===== config.mk =====
export PLATFORM = sky130hd
export DESIGN_NAME = wb_index_unit_flat
export DESIGN_NICKNAME = d
export VERILOG_FILES = /design/src/rtl/wb_index_unit_pkg.sv /design/src/rtl/wb_index_unit_if.sv /design/src/rtl/wb_index_unit_slice_cnt.sv /design/src/rtl/wb_index_unit.sv /design/src/flat_wrapper.sv
export SDC_FILE = /design/constraint.sdc
export NUM_CORES = 1
export LEC_CHECK = 0
export CORE_MARGIN = 2
export CORE_UTILIZATION = 54
export DETAILED_ROUTE_END_ITERATION = 16
export PLACE_DENSITY_LB_ADDON = 0.08
export RECOVER_POWER = 50
export SLEW_MARGIN = 20
export SYNTH_ARGS = -nofsm -noshare
export SYNTH_HDL_FRONTEND = slang
export SYNTH_SLANG_ARGS = --single-unit

===== constraint.sdc =====
create_clock -name clock -period 7 [get_ports clock]
set_clock_uncertainty 0.2 [all_clocks]
set_input_delay 1.4 -clock clock [delete_from_list [all_inputs] [get_ports clock]]
set_output_delay 1.4 -clock clock [all_outputs]
set_load 0.005 [all_outputs]

===== src/rtl/wb_index_unit_pkg.sv =====
// -----------------------------------------------------------------------------
// pkg_tpu : shared widths and types for the TPU lane write-back path.
//   index_t      : register-file destination index (WIDTH_INDEX bits)
//   mask_t       : per-element write-enable mask (WIDTH_MASK bits, power of 2)
//   data_t       : result beat payload (WIDTH_DATA bits)
//   wb_idx_st_t  : write-back index sequencer state
// -----------------------------------------------------------------------------
package pkg_tpu;

    localparam int unsigned WIDTH_INDEX = 8;
    localparam int unsigned WIDTH_MASK  = 8;
    localparam int unsigned WIDTH_DATA  = 16;
    localparam int unsigned MASK_SEL_W  = $clog2(WIDTH_MASK);

    typedef logic [WIDTH_INDEX-1:0] index_t;
    typedef logic [WIDTH_MASK-1:0]  mask_t;
    typedef logic [WIDTH_DATA-1:0]  data_t;

    typedef enum logic [1:0] {
        IDLE,
        SINGLE,
        RUN
    } wb_idx_st_t;

    // Mask bit for element c, i.e. bit (c mod WIDTH_MASK); WIDTH_MASK is a
    // power of two so the modulo is just the low bits of c.
    function automatic logic mask_bit(input mask_t m, input index_t c);
        logic [MASK_SEL_W-1:0] sel;
        sel = c[MASK_SEL_W-1:0];
        return m[sel];
    endfunction

endpackage


===== src/rtl/wb_index_unit_if.sv =====
// -----------------------------------------------------------------------------
// wb_index_unit_if : configuration, result-beat and register-file write
// signals of the write-back index sequencer.
//   master : lane side (drives I_*, observes O_*)
//   slave  : wb_index_unit (observes I_*, drives O_*)
// -----------------------------------------------------------------------------
interface wb_index_unit_if;
    import pkg_tpu::*;

    logic   I_Stall;
    logic   I_Req;
    logic   I_Slice;
    index_t I_Base;
    index_t I_Window;
    index_t I_Stride;
    index_t I_Length;
    logic   I_MaskedWrite;
    mask_t  I_Mask;
    logic   I_Valid;
    data_t  I_Data;

    logic   O_Ack;
    logic   O_Busy;
    logic   O_We;
    index_t O_Index;
    data_t  O_Data;
    logic   O_Done;

    modport master (
        output I_Stall, I_Req, I_Slice, I_Base, I_Window, I_Stride, I_Length,
               I_MaskedWrite, I_Mask, I_Valid, I_Data,
        input  O_Ack, O_Busy, O_We, O_Index, O_Data, O_Done
    );

    modport slave (
        input  I_Stall, I_Req, I_Slice, I_Base, I_Window, I_Stride, I_Length,
               I_MaskedWrite, I_Mask, I_Valid, I_Data,
        output O_Ack, O_Busy, O_We, O_Index, O_Data, O_Done
    );

endinterface


===== src/rtl/wb_index_unit_slice_cnt.sv =====
// -----------------------------------------------------------------------------
// wb_slice_cnt : element counter c, window offset w and row base r for the
// write-back sequencer. Destination index of the current element is r + w.
//   clock, reset : clock, synchronous active-high reset
//   clr_i        : c := 0, w := 0, r := base_i
//   en_i         : advance one element (wrap w at window_i, then r += stride_i)
//   c_o, w_o, r_o: current counter values
// -----------------------------------------------------------------------------
module wb_slice_cnt
    import pkg_tpu::*;
(
    input  logic   clock,
    input  logic   reset,
    input  logic   clr_i,
    input  logic   en_i,
    input  index_t base_i,
    input  index_t window_i,
    input  index_t stride_i,
    output index_t c_o,
    output index_t w_o,
    output index_t r_o
);

    index_t c_q, w_q, r_q;
    index_t c_d, w_d, r_d;

    always_comb begin
        c_d = c_q;
        w_d = w_q;
        r_d = r_q;
        if (clr_i) begin
            c_d = '0;
            w_d = '0;
            r_d = base_i;
        end else if (en_i) begin
            c_d = c_q + 1'b1;
            if (w_q == window_i) begin
                w_d = '0;
                r_d = r_q + stride_i;
            end else begin
                w_d = w_q + 1'b1;
            end
        end
    end

    always_ff @(posedge clock) begin
        if (reset) begin
            c_q <= '0;
            w_q <= '0;
            r_q <= '0;
        end else begin
            c_q <= c_d;
            w_q <= w_d;
            r_q <= r_d;
        end
    end

    assign c_o = c_q;
    assign w_o = w_q;
    assign r_o = r_q;

endmodule


===== src/rtl/wb_index_unit.sv =====
// -----------------------------------------------------------------------------
// wb_index_unit : write-back index sequencer for one TPU lane. Turns result
// beats into register-file write strobes with the destination index of each
// element; masked elements are consumed without a write.
//   LANE_ID : lane number (informational)
//   clock   : clock
//   reset   : synchronous, active-high reset
//   bus     : wb_index_unit_if.slave (config request, beats, write port)
// -----------------------------------------------------------------------------
module wb_index_unit
    import pkg_tpu::*;
#(
    parameter int unsigned LANE_ID = 0
)(
    input  logic            clock,
    input  logic            reset,
    wb_index_unit_if.slave  bus
);

    wb_idx_st_t state_q;

    index_t window_q, stride_q, length_q;
    logic   masked_q;
    mask_t  mask_q;

    logic   ack_q, busy_q, we_q, done_q;
    index_t index_q;
    data_t  data_q;

    index_t cnt_c, cnt_w, cnt_r;
    index_t cur_index;
    logic   accept, beat, wr_en, run_en;

    // Busy stays high through the done cycle, by which time the FSM is
    // already back in IDLE; gating on busy_q keeps that cycle non-accepting.
    assign accept    = (state_q == IDLE) && !busy_q && bus.I_Req && !bus.I_Stall;
    assign beat      = bus.I_Valid && !bus.I_Stall;
    assign run_en    = (state_q == RUN) && beat;
    assign cur_index = cnt_r + cnt_w;
    assign wr_en     = !masked_q || mask_bit(mask_q, cnt_c);

    wb_slice_cnt u_cnt (
        .clock    (clock),
        .reset    (reset),
        .clr_i    (accept),
        .en_i     (run_en),
        .base_i   (bus.I_Base),
        .window_i (window_q),
        .stride_i (stride_q),
        .c_o      (cnt_c),
        .w_o      (cnt_w),
        .r_o      (cnt_r)
    );

    always_ff @(posedge clock) begin
        if (reset) begin
            state_q  <= IDLE;
            window_q <= '0;
            stride_q <= '0;
            length_q <= '0;
            masked_q <= 1'b0;
            mask_q   <= '0;
            ack_q    <= 1'b0;
            busy_q   <= 1'b0;
            we_q     <= 1'b0;
            done_q   <= 1'b0;
            index_q  <= '0;
            data_q   <= '0;
        end else begin
            ack_q  <= accept;
            we_q   <= 1'b0;
            done_q <= 1'b0;
            if (accept) begin
                busy_q <= 1'b1;
            end else if (done_q) begin
                busy_q <= 1'b0;
            end

            case (state_q)
                IDLE: begin
                    if (accept) begin
                        window_q <= bus.I_Window;
                        stride_q <= bus.I_Stride;
                        length_q <= bus.I_Length;
                        masked_q <= bus.I_MaskedWrite;
                        mask_q   <= bus.I_Mask;
                        state_q  <= bus.I_Slice ? RUN : SINGLE;
                    end
                end
                SINGLE: begin
                    if (beat) begin
                        we_q    <= wr_en;
                        index_q <= cur_index;
                        data_q  <= bus.I_Data;
                        done_q  <= 1'b1;
                        state_q <= IDLE;
                    end
                end
                RUN: begin
                    if (beat) begin
                        we_q    <= wr_en;
                        index_q <= cur_index;
                        data_q  <= bus.I_Data;
                        if (cnt_c == length_q) begin
                            done_q  <= 1'b1;
                            state_q <= IDLE;
                        end
                    end
                end
                default: state_q <= IDLE;
            endcase
        end
    end

    assign bus.O_Ack   = ack_q;
    assign bus.O_Busy  = busy_q;
    assign bus.O_We    = we_q;
    assign bus.O_Index = index_q;
    assign bus.O_Data  = data_q;
    assign bus.O_Done  = done_q;

endmodule


===== src/flat_wrapper.sv =====
// flat-port wrapper written by rule: the top's interface ports become plain ports
module wb_index_unit_flat import pkg_tpu::*;
#(
    parameter int unsigned LANE_ID = 0
)
  (clock, reset, bus_I_Stall, bus_I_Req, bus_I_Slice, bus_I_Base, bus_I_Window, bus_I_Stride, bus_I_Length, bus_I_MaskedWrite, bus_I_Mask, bus_I_Valid, bus_I_Data, bus_O_Ack, bus_O_Busy, bus_O_We, bus_O_Index, bus_O_Data, bus_O_Done);
  wb_index_unit_if bus_i ();
  input  logic clock;
  input  logic reset;
  input wire logic [$bits(bus_i.I_Stall)-1:0] bus_I_Stall;
  input wire logic [$bits(bus_i.I_Req)-1:0] bus_I_Req;
  input wire logic [$bits(bus_i.I_Slice)-1:0] bus_I_Slice;
  input wire logic [$bits(bus_i.I_Base)-1:0] bus_I_Base;
  input wire logic [$bits(bus_i.I_Window)-1:0] bus_I_Window;
  input wire logic [$bits(bus_i.I_Stride)-1:0] bus_I_Stride;
  input wire logic [$bits(bus_i.I_Length)-1:0] bus_I_Length;
  input wire logic [$bits(bus_i.I_MaskedWrite)-1:0] bus_I_MaskedWrite;
  input wire logic [$bits(bus_i.I_Mask)-1:0] bus_I_Mask;
  input wire logic [$bits(bus_i.I_Valid)-1:0] bus_I_Valid;
  input wire logic [$bits(bus_i.I_Data)-1:0] bus_I_Data;
  output wire logic [$bits(bus_i.O_Ack)-1:0] bus_O_Ack;
  output wire logic [$bits(bus_i.O_Busy)-1:0] bus_O_Busy;
  output wire logic [$bits(bus_i.O_We)-1:0] bus_O_We;
  output wire logic [$bits(bus_i.O_Index)-1:0] bus_O_Index;
  output wire logic [$bits(bus_i.O_Data)-1:0] bus_O_Data;
  output wire logic [$bits(bus_i.O_Done)-1:0] bus_O_Done;
  assign bus_i.I_Stall = bus_I_Stall;
  assign bus_i.I_Req = bus_I_Req;
  assign bus_i.I_Slice = bus_I_Slice;
  assign bus_i.I_Base = bus_I_Base;
  assign bus_i.I_Window = bus_I_Window;
  assign bus_i.I_Stride = bus_I_Stride;
  assign bus_i.I_Length = bus_I_Length;
  assign bus_i.I_MaskedWrite = bus_I_MaskedWrite;
  assign bus_i.I_Mask = bus_I_Mask;
  assign bus_i.I_Valid = bus_I_Valid;
  assign bus_i.I_Data = bus_I_Data;
  assign bus_O_Ack = bus_i.O_Ack;
  assign bus_O_Busy = bus_i.O_Busy;
  assign bus_O_We = bus_i.O_We;
  assign bus_O_Index = bus_i.O_Index;
  assign bus_O_Data = bus_i.O_Data;
  assign bus_O_Done = bus_i.O_Done;
  wb_index_unit #(.LANE_ID(LANE_ID)) u_core (.clock(clock), .reset(reset), .bus(bus_i));
endmodule

## Word-level counts from Yosys, hierarchy flattened

Cells that the tools add are included.

- Flip-flop bits (word level): 87
- Output and inout bits: 28

- Add/sub/neg operators: 4
- Order comparisons: 1
- Equal/unequal tests: 8
- Mux-type cells: 18
- Bitwise logic cells: 2
- Reduce and logical (&&, ||, !) cells: 20

Operators by type and width:

| operator | number |
|---|---|
| $mux W8 | 4 |
| $add A8 B1 Y8 const B | 2 |
| $add A8 B8 Y8 | 2 |
| $eq A8 B8 Y1 | 2 |
| $mux W2 | 5 |
| $mux W1 | 6 |
| $ne A2 B1 Y1 const B | 3 |
| $pmux W2 S3 | 1 |
| $reduce_and A2 Y1 | 3 |
| $reduce_bool A2 Y1 | 3 |
| $logic_and A1 B1 Y1 | 5 |
| $lt A3 B4 Y1 const B | 1 |
| $reduce_and A4 Y1 | 1 |
| $reduce_or A2 Y1 | 2 |
| $bmux W1 S3 | 1 |
| $logic_not A1 Y1 | 3 |
| $reduce_or A3 Y1 | 1 |
| $eq A2 B1 Y1 const B | 1 |
| $eq A2 B2 Y1 const B | 1 |
| $logic_not A2 Y1 | 1 |
| $ne A2 B2 Y1 const B | 1 |
| $not A1 Y1 | 2 |
| $pmux W1 S2 | 1 |
| $logic_or A1 B1 Y1 | 1 |

## Depth between registers and ports, before layout

- Word-level depth: 6
- Mapped depth: 9
- Gate-level depth less buffers: 9

## Hierarchy

A second synthesis with hierarchy kept.

- Cell total of the unflattened synthesis: 487
- Area, all modules: 4,091.4 um^2

Modules (own cells, without submodules):

| module | instances | cells each | area each (um^2) | seq. area each (um^2) |
|---|---|---|---|---|
| wb_index_unit | 1 | 329 | 2,677.6 | 1,261.2 |
| wb_slice_cnt | 1 | 158 | 1,413.9 | 480.5 |

## Worst setup path before layout

OpenSTA, ideal clock, no wires.

- Path type: input port to flip-flop
- From: input port bus_I_Valid
- To: register u_core.u_cnt.w_q[7] (netlist: u_core.u_cnt.w_o[7])
- Setup time: 66 ps
- Arrival: 2,499 ps
- Data required time: 6,734 ps
- Setup slack: 4,234 ps
- Cell stages on the path: 6
- Buffers on the path: 0
- Cell sequence: nor2b_4 > and2_1 > and3_4 > nand4_2 > or3_1 > a21oi_2

- Cells in the longest elaborated chain, start to end: 2

Ends and longest elaborated chain:

| what | RTL line | text |
|---|---|---|
| from (decl) | flat_wrapper.sv:19 | `input wire logic [$bits(bus_i.I_Valid)-1:0] bus_I_Valid;` |
| $logic_and A1 B1 Y1 | wb_index_unit.sv:37 | `assign beat = bus.I_Valid && !bus.I_Stall;` |
| $logic_and A1 B1 Y1 | wb_index_unit.sv:38 | `assign run_en = (state_q == RUN) && beat;` |
| to (signal assigned) | wb_index_unit_slice_cnt.sv:53 | `w_q <= w_d;` |
| to (decl) | wb_index_unit_slice_cnt.sv:24 | `index_t c_q, w_q, r_q;` |

Every way passes these cells.
A chain may end at the register's enable or synchronous reset.

## Worst setup path in the final report

- From: input port bus_I_Stall
- To: register u_core.u_cnt.w_q[4] (netlist: u_core.u_cnt.w_o[4])

- Cells in the longest elaborated chain, start to end: 3
- Elaborated cells on any way between the ends: 5
- Classes of those cells: reduce/logical (5)

Ends and longest elaborated chain:

| what | RTL line | text |
|---|---|---|
| from (decl) | flat_wrapper.sv:10 | `input wire logic [$bits(bus_i.I_Stall)-1:0] bus_I_Stall;` |
| $logic_not A1 Y1 (*) | wb_index_unit.sv:36, wb_index_unit.sv:37 |  |
| $logic_and A1 B1 Y1 (on tied branches) | wb_index_unit.sv:36, wb_index_unit.sv:37 |  |
| $reduce_or A2 Y1 (no source line) or $logic_and A1 B1 Y1 (tied branches) | - |  |

Every way passes the cells marked *; elsewhere a longest branch is shown, timed or not.

==> metrics.md <==
| Metric | Value |
|---|---|
| Outcome | `finished, violations left` |
| Violated checks | `capacitance limit, slew limit` |
| Worst Path Buf+Inv | `2` |
| Gr ovfl total | `0` |
| Most used cell, CP | `nor2_1` |
| Unrepaired setup endpoints after global routing | `false` |
| Root Buffer | `clkbuf_8` |
| Async S/R FF share, synth | `0%` |
| Area Overhead vs Synth | `28.4%` |
| Later-pin clock latency in the skew report | `0.35 ns` |
| Fin Hold WS | `0.252 ns` |
| TritonCTS clock tree | `built` |
| Area contributors post-synth | `dfxtp_1, nand2_1, a21oi_1` |
| WL/cell | `14.4 um` |
| Synth Area per Inst | `8.21 um2` |
| Delay-heaviest family, CP | `buffers and inverters` |
| Die area | `8280 um2` |
| Most area-hungry cell type in the Yosys netlist | `dfxtp_1` |
| First drt pass iteration count | `5` |
| Worst EP arrival | `4.94 ns` |
| DP HPWL | `6900 um` |
| Synth Flop Type | `dfxtp_1` |
| Post-synth top area share | `42.6%` |
| Main combinational cell family by area after synthesis | `simple AND/OR/NAND/NOR gates` |
| Cells after synthesis | `498` |
| First-pass GRT wire length | `16400 um` |
| Most frequent cell after synthesis | `nand2_1` |
| Setup TNS | `0 ns` |
| Clock sinks | `87` |
| Worst vdd ir | `0.123 mV` |
| CTS buffer count | `9` |
| DRT Wirelength | `9750 um` |
| Tmin final | `4.86 ns` |
| Gpl congestion | `0.809` |
| Post-CTS sizing | `0` |
| Hold-fix buffers at CTS | `0` |
| Synth Area in Compound Gates | `13.8%` |
| Final Util | `72.0%` |
| Max_cap viols | `1` |
| Final setup margin | `2.14 ns` |
| Setup bufs post-CTS | `0` |
| Fmax | `206 MHz` |
| Starting Density | `56.1%` |
| Mapped cell area | `4090 um2` |
| Fill cells | `614` |
| Worst Path Required | `7.09 ns` |
| Iter 0 DRT Violations | `171` |
| Worst rel slew slack | `-42.3%` |
| Fin. Hold Viols | `0` |
| Non-Filler Instances | `679` |
| Worst Path Class, Setup | `in2reg` |
| Vias per cell | `5.31` |
| Synth Area in XOR/XNOR | `7.71%` |
| Post-Synth Adder-Cell Area | `6.79%` |
| Pin slew with the least headroom to its limit | `2.14 ns` |
| Seq/Total Area, Yosys | `42.6%` |
| Pin count of the biggest net entering global routing | `78` |
| Share of cells above drive strength 1 | `4.48%` |
| Ports | `91` |
| EDFF count, synth | `0` |
| Inst Count DP | `663` |
| CORE AREA | `7290 um2` |
| Antenna violations before repair | `0` |
| Kind of launch point of the worst setup path | `input pin` |
| Worst hold path class | `reg2reg` |
| Most frequent cells after synthesis | `nand2_1, dfxtp_1, a21oi_1, nor2_1, xnor2_1` |
| CP Max Fanout | `50` |
| CP peak stage delay | `1.52 ns` |
| DIE HEIGHT | `91.0 um` |
| H-Tree Depth | `3` |
| Pins Over Slew Limit | `51` |
| Final setup fails | `0` |
| Post-synthesis register bit count | `87` |
| Final nets | `659` |
| Pre-CTS setup slack | `3.21 ns` |
| Post-Synthesis Net Count | `582` |
| PortBufs | `90` |
| Mux share of post-synthesis cell area | `2.57%` |
| Number of distinct library cells after synthesis | `42` |
| Yosys warns | `0` |
| Power Density | `204 nW/um2` |
| DIE WIDTH | `91.0 um` |
| Ant. Diodes | `0` |
| Worst path slowest cell | `clkbuf_1` |
| Remaining DRCs | `0` |
| Static leakage | `1.94 nW` |
| Vias in the first global route | `3465` |
| Remaining antenna violation count | `0` |
| Clock tree buffer depth | `2` |
| Routed via count | `3607` |
| Critical path endpoint category | `flop` |
| Reg clk slew, reported paths | `0.08 ns` |
| Post-synthesis simple-gate area fraction | `22.5%` |
| GRT Total Usage | `24.5%` |
| Tcrit/Tclk final | `69.4%` |
| # rows | `31` |
| Crit-path cells | `dlygate4sd3_1, nor2_1, nand3_1, clkbuf_1, nand2_1, or2_2, nor2_1` |
## path summary, 6_finish.rpt
check / to / depth (start not counted) / from / slack [ns]
worst min-delay path: u_core.bus.O_Index[3]$_SDFFE_PP0N_ / 2 / u_core.bus.O_Index[3]$_SDFFE_PP0N_ / 0.25
worst max-delay path: u_core.u_cnt.w_o[4]$_SDFFE_PP0P_ / 7 / bus_I_Stall / 2.14
worst min register to register: u_core.bus.O_Index[3]$_SDFFE_PP0N_ / 2 / u_core.bus.O_Index[3]$_SDFFE_PP0N_ / 0.25
worst max register to register: u_core.u_cnt.w_o[4]$_SDFFE_PP0P_ / 7 / u_core.state_q[0]$_SDFFE_PP0P_ / 3.19
## state kept, by name, summed over array words and instances, names as in the netlist
register	count
u_core.bus.O_Ack	1
u_core.bus.O_Busy	1
u_core.bus.O_Data	16
u_core.bus.O_Done	1
u_core.bus.O_Index	8
u_core.bus.O_We	1
u_core.length_q	8
u_core.mask_q	8
u_core.masked_q	1
u_core.state_q	2
u_core.stride_q	8
u_core.u_cnt.c_o	8
u_core.u_cnt.r_o	8
u_core.u_cnt.w_o	8
u_core.window_q	8
## layer usage
| metal | wire length (um) | track usage [%] | vias to the layer above |
|---|---|---|---|
| li1 | - | - | 1840 |
| met1 | 4490 | 32.7 | 1650 |
| met2 | 4590 | 39.9 | 105 |
| met3 | 541 | 4.65 | 12 |
| met4 | 123 | 8.46 | 0 |
| met5 | 0 | 0 | - |
## cell families (layout without fill, tap and decap cells)
group,after synthesis,after routing
AOI/OAI and AO/OA,103,103
xor gates and xnor gates,36,36
adders and majority gates,21,21
buffers and inverters,40,122
DFF,87,87
muxes,8,8
and+or+nand+nor,203,203
## area by class of cell
type                            instances  area [um2]  area share, %
Clock buffer                           11         131           2.50
Clock inverter                          5         106           2.03
Inverter                               13        48.8          0.930
Multi-Input combinational cell        371        2180           41.6
Sequential cell                        87        1740           33.2
Tap cell                               99         124           2.36
Timing Repair Buffer                   93         915           17.4
## worst reg2reg max path: cells and delay by family, from the launching register on
kind	cells	cell delay (ns)
buf+inv	2	1.60
simple gates	4	1.37
flops	1	0.34
fa+ha+maj	1	0.25
## through the flow
| stage | power, mW | cell area, um2 |
|---|---|---|
| 2_1_floorplan | 0.609 | 4090 |
| 3_3_place_gp | 0.666 | 5010 |
| 3_5_place_dp | 0.671 | 5010 |
| 4_1_cts | 1.08 | 5250 |
| 5_1_grt | 1.12 | 5250 |
| 6_report | 1.07 | 5250 |
## cell usage in the layout (no fill, tap or decap), types with 6 or more instances in the layout
cell,synthesis,layout
o21ai_0,13,13
dlygate4sd3_1,0,28
dfxtp_1,87,87
mux2i_1,6,6
a211oi_1,6,6
clkbuf_8,0,9
a21oi_1,70,70
inv_1,13,13
nor2_1,29,29
xor2_1,11,11
clkdlybuf4s50_1,0,61
nand4_1,10,10
ha_1,19,19
xnor2_1,25,25
nand2_1,123,123
## power breakdown
part | switching (mW) | leakage [nW] | internal, mW
clock | 0.175 | 0.114 | 0.238
sequential | 0.0123 | 0.706 | 0.512
combinational | 0.0658 | 1.12 | 0.0684
Power figures use the tool's default switching activity.
